==> src/rtl/led_pattern_gen.sv <==
// led_pattern_gen: N-LED count/chase/breathe/all-on pattern generator; breathe mode is built only when LED_PATTERN_BREATHE_EN is defined
module led_pattern_gen #(
    parameter int N_LEDS   = 5,
    parameter int TICK_DIV = 1200000,
    parameter int PWM_BITS = 8
) (
    input  logic              clk,
    input  logic              rst_n,
    input  logic [1:0]        mode_in,
    input  logic              mode_load,
    output logic [N_LEDS-1:0] led,
    output logic              tick
);
    localparam int DW = TICK_DIV > 1 ? $clog2(TICK_DIV) : 1;
    localparam int PW = N_LEDS > 1 ? $clog2(N_LEDS) : 1;

    typedef enum logic [1:0] {M_COUNT, M_CHASE, M_BREATHE, M_ALL} mode_t;

    mode_t             mode_q, mode_d;
    logic [DW-1:0]     div_cnt_q, div_cnt_d;
    logic              tick_q, tick_d;
    logic [N_LEDS-1:0] count_q, count_d;
    logic [PW-1:0]     pos_q, pos_d, pos_nx;
    logic              dir_q, dir_d;
    logic [N_LEDS-1:0] led_q, led_d;
    logic              step, adv_chase, pwm_on;
`ifdef LED_PATTERN_BREATHE_EN
    logic [PWM_BITS-1:0] pwm_cnt_q, pwm_cnt_d;
    logic [PWM_BITS-1:0] level_q, level_d, lvl_nx;
    logic                ramp_q, ramp_d, adv_lvl;
`endif

    // Next state: prescaler, mode capture (load beats a step), active-mode pattern state, LED drive from current state
    always_comb begin
        step      = div_cnt_q == DW'(TICK_DIV - 1) && !mode_load;
        div_cnt_d = (mode_load || step) ? '0 : div_cnt_q + DW'(1);
        tick_d    = step;
`ifdef LED_PATTERN_BREATHE_EN
        mode_d    = mode_load ? mode_t'(mode_in) : mode_q;
`else
        mode_d    = mode_load ? (mode_in == 2'd2 ? M_COUNT : mode_t'(mode_in)) : mode_q;
`endif
        count_d   = mode_load ? '0 : (step && mode_q == M_COUNT) ? count_q + N_LEDS'(1) : count_q;
        pos_nx    = dir_q ? pos_q - PW'(1) : pos_q + PW'(1);
        adv_chase = step && mode_q == M_CHASE && N_LEDS > 1;
        pos_d     = mode_load ? '0 : adv_chase ? pos_nx : pos_q;
        dir_d     = mode_load ? 1'b0 : !adv_chase ? dir_q :
                    pos_nx == PW'(N_LEDS - 1) ? 1'b1 : pos_nx == '0 ? 1'b0 : dir_q;
`ifdef LED_PATTERN_BREATHE_EN
        pwm_cnt_d = pwm_cnt_q + PWM_BITS'(1);
        lvl_nx    = ramp_q ? level_q - PWM_BITS'(1) : level_q + PWM_BITS'(1);
        adv_lvl   = step && mode_q == M_BREATHE;
        level_d   = mode_load ? '0 : adv_lvl ? lvl_nx : level_q;
        ramp_d    = mode_load ? 1'b0 : !adv_lvl ? ramp_q : &lvl_nx ? 1'b1 : lvl_nx == '0 ? 1'b0 : ramp_q;
        pwm_on    = pwm_cnt_q < level_q;
`else
        pwm_on    = PWM_BITS < 1;
`endif
        led_d     = mode_q == M_ALL ? '1 :
                    mode_q == M_CHASE ? N_LEDS'(1) << pos_q :
                    mode_q == M_BREATHE ? {N_LEDS{pwm_on}} : count_q;
    end

    // Core state and registered outputs; reset clears everything asynchronously
    always_ff @(posedge clk or negedge rst_n) begin
        if (!rst_n) begin
            mode_q    <= M_COUNT;
            div_cnt_q <= '0;
            tick_q    <= 1'b0;
            count_q   <= '0;
            pos_q     <= '0;
            dir_q     <= 1'b0;
            led_q     <= '0;
        end else begin
            mode_q    <= mode_d;
            div_cnt_q <= div_cnt_d;
            tick_q    <= tick_d;
            count_q   <= count_d;
            pos_q     <= pos_d;
            dir_q     <= dir_d;
            led_q     <= led_d;
        end
    end

`ifdef LED_PATTERN_BREATHE_EN
    // Breathing PWM counter and triangle level ramp
    always_ff @(posedge clk or negedge rst_n) begin
        if (!rst_n) begin
            pwm_cnt_q <= '0;
            level_q   <= '0;
            ramp_q    <= 1'b0;
        end else begin
            pwm_cnt_q <= pwm_cnt_d;
            level_q   <= level_d;
            ramp_q    <= ramp_d;
        end
    end
`endif

    assign led  = led_q;
    assign tick = tick_q;
endmodule

==> config.mk <==
export PLATFORM = sky130hd
export DESIGN_NAME = led_pattern_gen
export DESIGN_NICKNAME = d
export VERILOG_FILES = /design/src/rtl/led_pattern_gen.sv
export SDC_FILE = /design/constraint.sdc
export NUM_CORES = 1
export LEC_CHECK = 0
export BUFFER_PORTS_ARGS = -buffer_cell sky130_fd_sc_hd__buf_2
export CAP_MARGIN = 20
export CORE_ASPECT_RATIO = 1.1
export CORE_MARGIN = 3
export CORE_UTILIZATION = 35
export DETAILED_ROUTE_END_ITERATION = 6
export PLACE_DENSITY_LB_ADDON = 0.12
export SYNTH_ARGS = -nofsm -noshare
export SYNTH_HDL_FRONTEND = slang
export SYNTH_SLANG_ARGS = --single-unit
==> constraint.sdc <==
create_clock -name clk -period 1.78 [get_ports clk]
set_input_delay 0.356 -clock clk [delete_from_list [all_inputs] [get_ports clk]]
set_output_delay 0.356 -clock clk [all_outputs]
set_load 0.02 [all_outputs]
* Yosys cells after proc, flatten, opt, wreduce, memory -nomap -nowiden
Cells that the tools add are included.
Storage, ports and cells: bits of input ports 5, output and inout bits 6, logic and storage cells 43, flip-flop bits (word level) 38
Operators by class: equality and inequality tests 6, reductions and logical operators 11, add/sub/neg operators 4, shifts and indexed selects 1, muxes and demuxes 14
Operators by type and width (count):
- $mux W5 | 5
- $add A21 B1 Y21 const B | 1
- $eq A21 B21 Y1 const B | 1
- $mux W21 | 1
- $mux W3 | 3
- $eq A2 B2 Y1 const B | 3
- $add A5 B1 Y5 const B | 1
- $shl A1 B3 Y5 const A | 1
- $mux W1 | 4
- $reduce_bool A2 Y1 | 2
- $add A3 B1 Y3 const B | 1
- $eq A3 B3 Y1 const B | 1
- $logic_and A1 B1 Y1 | 3
- $logic_not A3 Y1 | 1
- $reduce_bool A3 Y1 | 1
- $sub A3 B1 Y3 const B | 1
- $eq A2 B1 Y1 const B | 1
- $logic_not A2 Y1 | 1
- $mux W2 | 1
- $reduce_and A2 Y1 | 1
- $logic_not A1 Y1 | 1
- $logic_or A1 B1 Y1 | 1

* Longest topological paths before layout
word-level depth 7, mapped depth 6, depth with buffers taken out 5

* Least setup slack after synthesis
No wires, ideal clock.
kind register to register, start point register div_cnt_q[0], end point register count_q[1], period minus slack after synthesis 1766 ps, stages on the path, launching flop included 7, required time 1655 ps, arrival 1641 ps, setup slack 14 ps, setup time 125 ps, path buffers 1, cells stage by stage dfrtp_1 > ha_1 > nand2_1 > or3_4 > buf_6 > nor2_1 > mux2_2
On the way: cells in the longest elaborated chain, start to end 4
RTL lines:
- start: declaration | line 20 | logic [DW-1:0] div_cnt_q, div_cnt_d;
- start signal: assignment | line 76 | div_cnt_q <= div_cnt_d;
- $eq A21 B21 Y1 | line 35 | step = div_cnt_q == DW'(TICK_DIV - 1) && !mode_load;
- $logic_and A1 B1 Y1 | line 35
- $logic_and A1 B1 Y1 | line 43 | count_d = mode_load ? '0 : (step && mode_q == M_COUNT) ? count_q + N_LEDS'(1) : count_q;
- $reduce_bool A2 Y1 (no line)
- end signal: assignment | line 78 | count_q <= count_d;
- end: declaration | line 22 | logic [N_LEDS-1:0] count_q, count_d;
Every way passes these cells. A chain may end at the register's enable or synchronous reset.

* Final worst setup path
start point register div_cnt_q[12], end point register dir_q
On the way: cells in the longest elaborated chain, start to end 5
RTL lines:
- $eq A21 B21 Y1 | line 35
- $logic_and A1 B1 Y1 | line 35
- $logic_and A1 B1 Y1 | line 45 | adv_chase = step && mode_q == M_CHASE && N_LEDS > 1;
- $reduce_bool A2 Y1 (no line)
- $reduce_and A2 Y1 (no line)
- end signal: assignment | line 80 | dir_q <= dir_d;
- end: declaration | line 24 | logic dir_q, dir_d;
Every way passes these cells.

==> metrics.txt <==
# TYPE chip_impl_metric gauge
chip_impl_info{name="run_status",value="finished clean"} 1
chip_impl_metric{name="timing.max_slew.rel_slack",unit=""} 0.623
chip_impl_info{name="tritoncts",value="yes"} 1
chip_impl_metric{name="h-tree-depth",unit=""} 2
chip_impl_metric{name="synthArstFlopShare",unit=""} 1.00
chip_impl_metric{name="grt_overflow",unit=""} 0
chip_impl_info{name="highest_delay_cell_along_the_critical_path",value="or4_4"} 1
chip_impl_metric{name="timing.fmax",unit="MHz"} 572
chip_impl_metric{name="reg2reg_slack",unit="ps"} 30
chip_impl_metric{name="first_global_vias",unit=""} 1629
chip_impl_metric{name="routedLengthMet1",unit="µm"} 2030
chip_impl_metric{name="p_leak",unit="µW"} 0.00104
chip_impl_metric{name="gpl.final_weighted_congestion",unit=""} 0.825
chip_impl_metric{name="synth_simple_gate_area_share",unit=""} 0.260
chip_impl_metric{name="number_of_maximum_capacitance_constraint_violations",unit=""} 0
chip_impl_metric{name="powerDensity",unit="nW/µm²"} 675
chip_impl_metric{name="cp_data_arrival_time",unit="ps"} 1970
chip_impl_metric{name="wire_per_inst",unit="µm"} 14.0
chip_impl_metric{name="clkLatencyLatePin",unit="ps"} 290
chip_impl_metric{name="path_clk_slew",unit="ps"} 70
chip_impl_metric{name="grt_antenna_before_repair",unit=""} 0
chip_impl_metric{name="ys_seq_elements",unit=""} 38
chip_impl_metric{name="fin_worst_skew",unit="ps"} 6.65
chip_impl_metric{name="avgViaCountPerCell",unit=""} 5.21
chip_impl_info{name="worstSetupEndpointType",value="register"} 1
chip_impl_metric{name="antenna_violating_nets_post_route",unit=""} 0
chip_impl_metric{name="adder_and_majority_cell_fraction_of_the_synthesized_area",unit=""} 0.0356
chip_impl_metric{name="share_comb_of_total_power",unit=""} 0.079
chip_impl_metric{name="final_net_count",unit=""} 248
chip_impl_metric{name="clkPwrFrac",unit=""} 0.370
chip_impl_info{name="rsz0062_at_grt",value="yes"} 1
chip_impl_metric{name="drtPass1Iterations",unit=""} 4
chip_impl_metric{name="post_synthesis_sequential_area_ratio",unit=""} 0.483
chip_impl_metric{name="worst-path-max-fanout",unit=""} 4
chip_impl_metric{name="edff_count_synth",unit=""} 0
chip_impl_metric{name="power.net_switching",unit="µW"} 387
chip_impl_metric{name="synth_compound_gate_area_share",unit=""} 0.126
chip_impl_metric{name="chipWidth",unit="µm"} 77.5
chip_impl_metric{name="hold_violations",unit=""} 0
chip_impl_info{name="synthMostInstantiatedCell",value="dfrtp_1"} 1
chip_impl_metric{name="core",unit="µm²"} 5430
chip_impl_metric{name="layout-area-overhead-vs-synth",unit="%"} 22.7
chip_impl_info{name="rr_endpoint",value="dir_q$_DFFE_PN0P_"} 1
chip_impl_metric{name="syn_area",unit="µm²"} 1970
chip_impl_metric{name="synth.area.mux_share",unit=""} 0.0172
chip_impl_metric{name="finalCritPeriodShare",unit=""} 0.982
chip_impl_metric{name="synth_warnings",unit=""} 0
chip_impl_metric{name="critical-path-max-stage-delay",unit="ps"} 530
chip_impl_metric{name="antennaDiodeCount",unit=""} 0
chip_impl_metric{name="final_slew_violations",unit=""} 0
chip_impl_info{name="cell_type_contributing_the_most_total_cell_area_after_synthesis",value="dfrtp_1"} 1
chip_impl_metric{name="required",unit="ps"} 2000
chip_impl_info{name="cp-start-kind",value="register"} 1
chip_impl_metric{name="grt_util_all_layers",unit=""} 0.144
chip_impl_metric{name="yosysTopAreaCellShare",unit=""} 0.483
chip_impl_metric{name="boundaryPins",unit=""} 11
chip_impl_metric{name="worst_ir_drop_vdd",unit="mV"} 0.291
chip_impl_info{name="worstHoldPathType",value="in2async"} 1
chip_impl_info{name="synth_flop_cell",value="dfrtp_1"} 1
chip_impl_info{name="synth.top_cells.by_count",value="dfrtp_1 (38), a21oi_1 (24), nor2_1 (17)"} 1
chip_impl_metric{name="synth-xor-area-share",unit=""} 0.0534
chip_impl_info{name="cp_top_family",value="simple AND/OR/NAND/NOR gates"} 1
chip_impl_info{name="synth_top_family_by_area",value="simple AND/OR/NAND/NOR gates"} 1
chip_impl_metric{name="via_count",unit=""} 1637
chip_impl_metric{name="timing.critical_path.buf_inv",unit=""} 0
chip_impl_info{name="clock_tree.root_cell",value="clkbuf_8"} 1
chip_impl_metric{name="fp-row-count",unit=""} 28
chip_impl_metric{name="synth_cell_type_count",unit=""} 39
chip_impl_info{name="routed.top_layer",value="met4"} 1
chip_impl_metric{name="synth_area_per_cell",unit="µm²"} 9.80
chip_impl_metric{name="first_iter_violations",unit=""} 49
chip_impl_metric{name="drive_gt1_frac",unit=""} 0.280
chip_impl_metric{name="die_height",unit="µm"} 84.7
chip_impl_metric{name="wl",unit="µm"} 4390
chip_impl_info{name="launching_point_of_the_worst_reg2reg_path",value="div_cnt_q[12]$_DFF_PN0_"} 1
chip_impl_metric{name="finalSetupViolCount",unit=""} 0
chip_impl_metric{name="finalCriticalPeriod",unit="ps"} 1750
chip_impl_metric{name="clock_sink_count",unit=""} 38
chip_impl_metric{name="worstRegToRegCells",unit=""} 4
chip_impl_metric{name="synthesized_nets",unit=""} 211
chip_impl_metric{name="postLayoutCellArea",unit="µm²"} 2420
chip_impl_metric{name="placement.io_buffers",unit=""} 10
chip_impl_info{name="post_synth_main_area_contributors",value="dfrtp_1 (48%), a21oi_1 (6.1%), nor2_1 (3.2%)"} 1
chip_impl_metric{name="ctsLongestPathBuffers",unit=""} 2
chip_impl_metric{name="internal_power",unit="µW"} 1250
chip_impl_metric{name="met2_length",unit="µm"} 2160
chip_impl_metric{name="synthCells",unit=""} 201
chip_impl_metric{name="post_place_cell_area",unit="µm²"} 2250
chip_impl_info{name="path_cells",value="nor4b_4 > nand4_1 > or4_4 > a21oi_2"} 1
chip_impl_metric{name="design.die.area",unit="µm²"} 6560
chip_impl_metric{name="effective_utilization_at_floorplan",unit=""} 0.363
chip_impl_metric{name="routed-wl-met3",unit="µm"} 128
chip_impl_metric{name="drc_errors",unit=""} 0
chip_impl_metric{name="dp.final_hpwl",unit="µm"} 3200
chip_impl_metric{name="final_util",unit=""} 0.445
chip_impl_metric{name="cts_buffers",unit=""} 5
chip_impl_metric{name="grt_first_pass_wirelength",unit="µm"} 7580
chip_impl_info{name="crit_type",value="reg2reg"} 1
chip_impl_metric{name="max_slew.worst_pin.slew",unit="ps"} 565
chip_impl_metric{name="netSwitchingFraction",unit=""} 0.237
chip_impl_metric{name="share_seq_of_total_power",unit=""} 0.551
chip_impl_metric{name="final.fill_count",unit=""} 530
chip_impl_metric{name="grt_max_degree",unit=""} 26
layer usage:
| metal | global-route usage | vias up |
|---|---|---|
| li1 | - | 799 |
| met1 | 0.191 | 804 |
| met2 | 0.233 | 26 |
| met3 | 0.0268 | 8 |
| met4 | 0.0583 | 0 |
| met5 | 0 | - |
cell families after synthesis:
kind of cell | Yosys count
AND/OR/NAND/NOR | 88
buffers and inverters | 10
multiplexers | 3
flip-flops | 38
adder cells (fa/ha/maj) | 5
AO/OA/AOI/OAI | 45
XOR/XNOR | 12
metrics by stage:
| stage | hold WS, ps | setup TNS (ps) | std cells | setup slack, ps | total power [µW] |
|---|---|---|---|---|---|
| floorplan | 60.4 | 0 | 201 | 14.3 | 981 |
| global placement | 374 | 0 | 301 | 33.2 | 1040 |
| detailed placement | 388 | 0 | 301 | 7.53 | 1040 |
| CTS | 71.0 | 0 | 311 | 7.78 | 1650 |
| global route | 95.6 | -14.1 | 314 | -12.6 | 1720 |
| finish | 53.9 | 0 | 314 | 32.9 | 1630 |
registers in the layout, indices dropped and copies added (netlist names):
name,count
led,5
div_cnt_q,21
dir_q,1
pos_q,3
count_q,5
tick,1
mode_q,2
layout by cell type, fill, tap and decap left out, drive strengths merged, types with 3 or more instances in the layout:
cell type / n
o31ai: 4
nand4: 10
xnor2: 5
a21o: 3
or3: 11
nor2: 17
a21oi: 24
or4: 5
nor3: 4
clkbuf: 7
nand3: 11
mux2: 3
and3: 3
or2: 3
ha: 4
xor2: 7
buf: 37
inv: 3
nand2: 13
dfrtp: 38
o21ai: 11
power by group through the flow:
stage | registers (µW) | clock network (µW) | logic (µW)
3_5_place_dp | 916 | 0 | 127
4_1_cts | 899 | 625 | 130
2_1_floorplan | 929 | 0 | 52.3
5_1_grt | 902 | 671 | 147
3_3_place_gp | 916 | 0 | 126
6_report | 899 | 603 | 130
area by class of cell:
type / count / area [µm²] / share of cell area
multi-input cells: 153 / 1000 / 0.415
flip-flops and latches: 38 / 952 / 0.394
repair buffers: 37 / 265 / 0.110
well taps: 75 / 93.8 / 0.0388
clock buffers: 7 / 86.3 / 0.0357
inverters: 3 / 11.3 / 0.00466
clock inverters: 1 / 5.00 / 0.00207
timing repair:
action	in CTS	in global routing
hold buffers	0	0
pin swaps	1	8
buffers inserted	2	3
setup endpoints to repair	1	5
resized for setup	3	6
worst reg2reg max path: stages (launching register included):
cell     delay [ps]
dfrtp_2         450
nor4b_4         360
nand4_1         200
or4_4           530
a21oi_2         140
how the worst max path moves through the flow:
stage	from	to	slack (ps)	cells past startpoint
global placement	div_cnt_q[16]$_DFF_PN0_	dir_q$_DFFE_PN0P_	30	4
finish	div_cnt_q[12]$_DFF_PN0_	dir_q$_DFFE_PN0P_	30	4
detailed placement	div_cnt_q[16]$_DFF_PN0_	dir_q$_DFFE_PN0P_	8	4
floorplan	div_cnt_q[0]$_DFF_PN0_	count_q[1]$_DFFE_PN0P_	10	6
global route	div_cnt_q[0]$_DFF_PN0_	dir_q$_DFFE_PN0P_	-10	5
CTS	div_cnt_q[0]$_DFF_PN0_	dir_q$_DFFE_PN0P_	8	5
(Power assumes the default switching activity.)
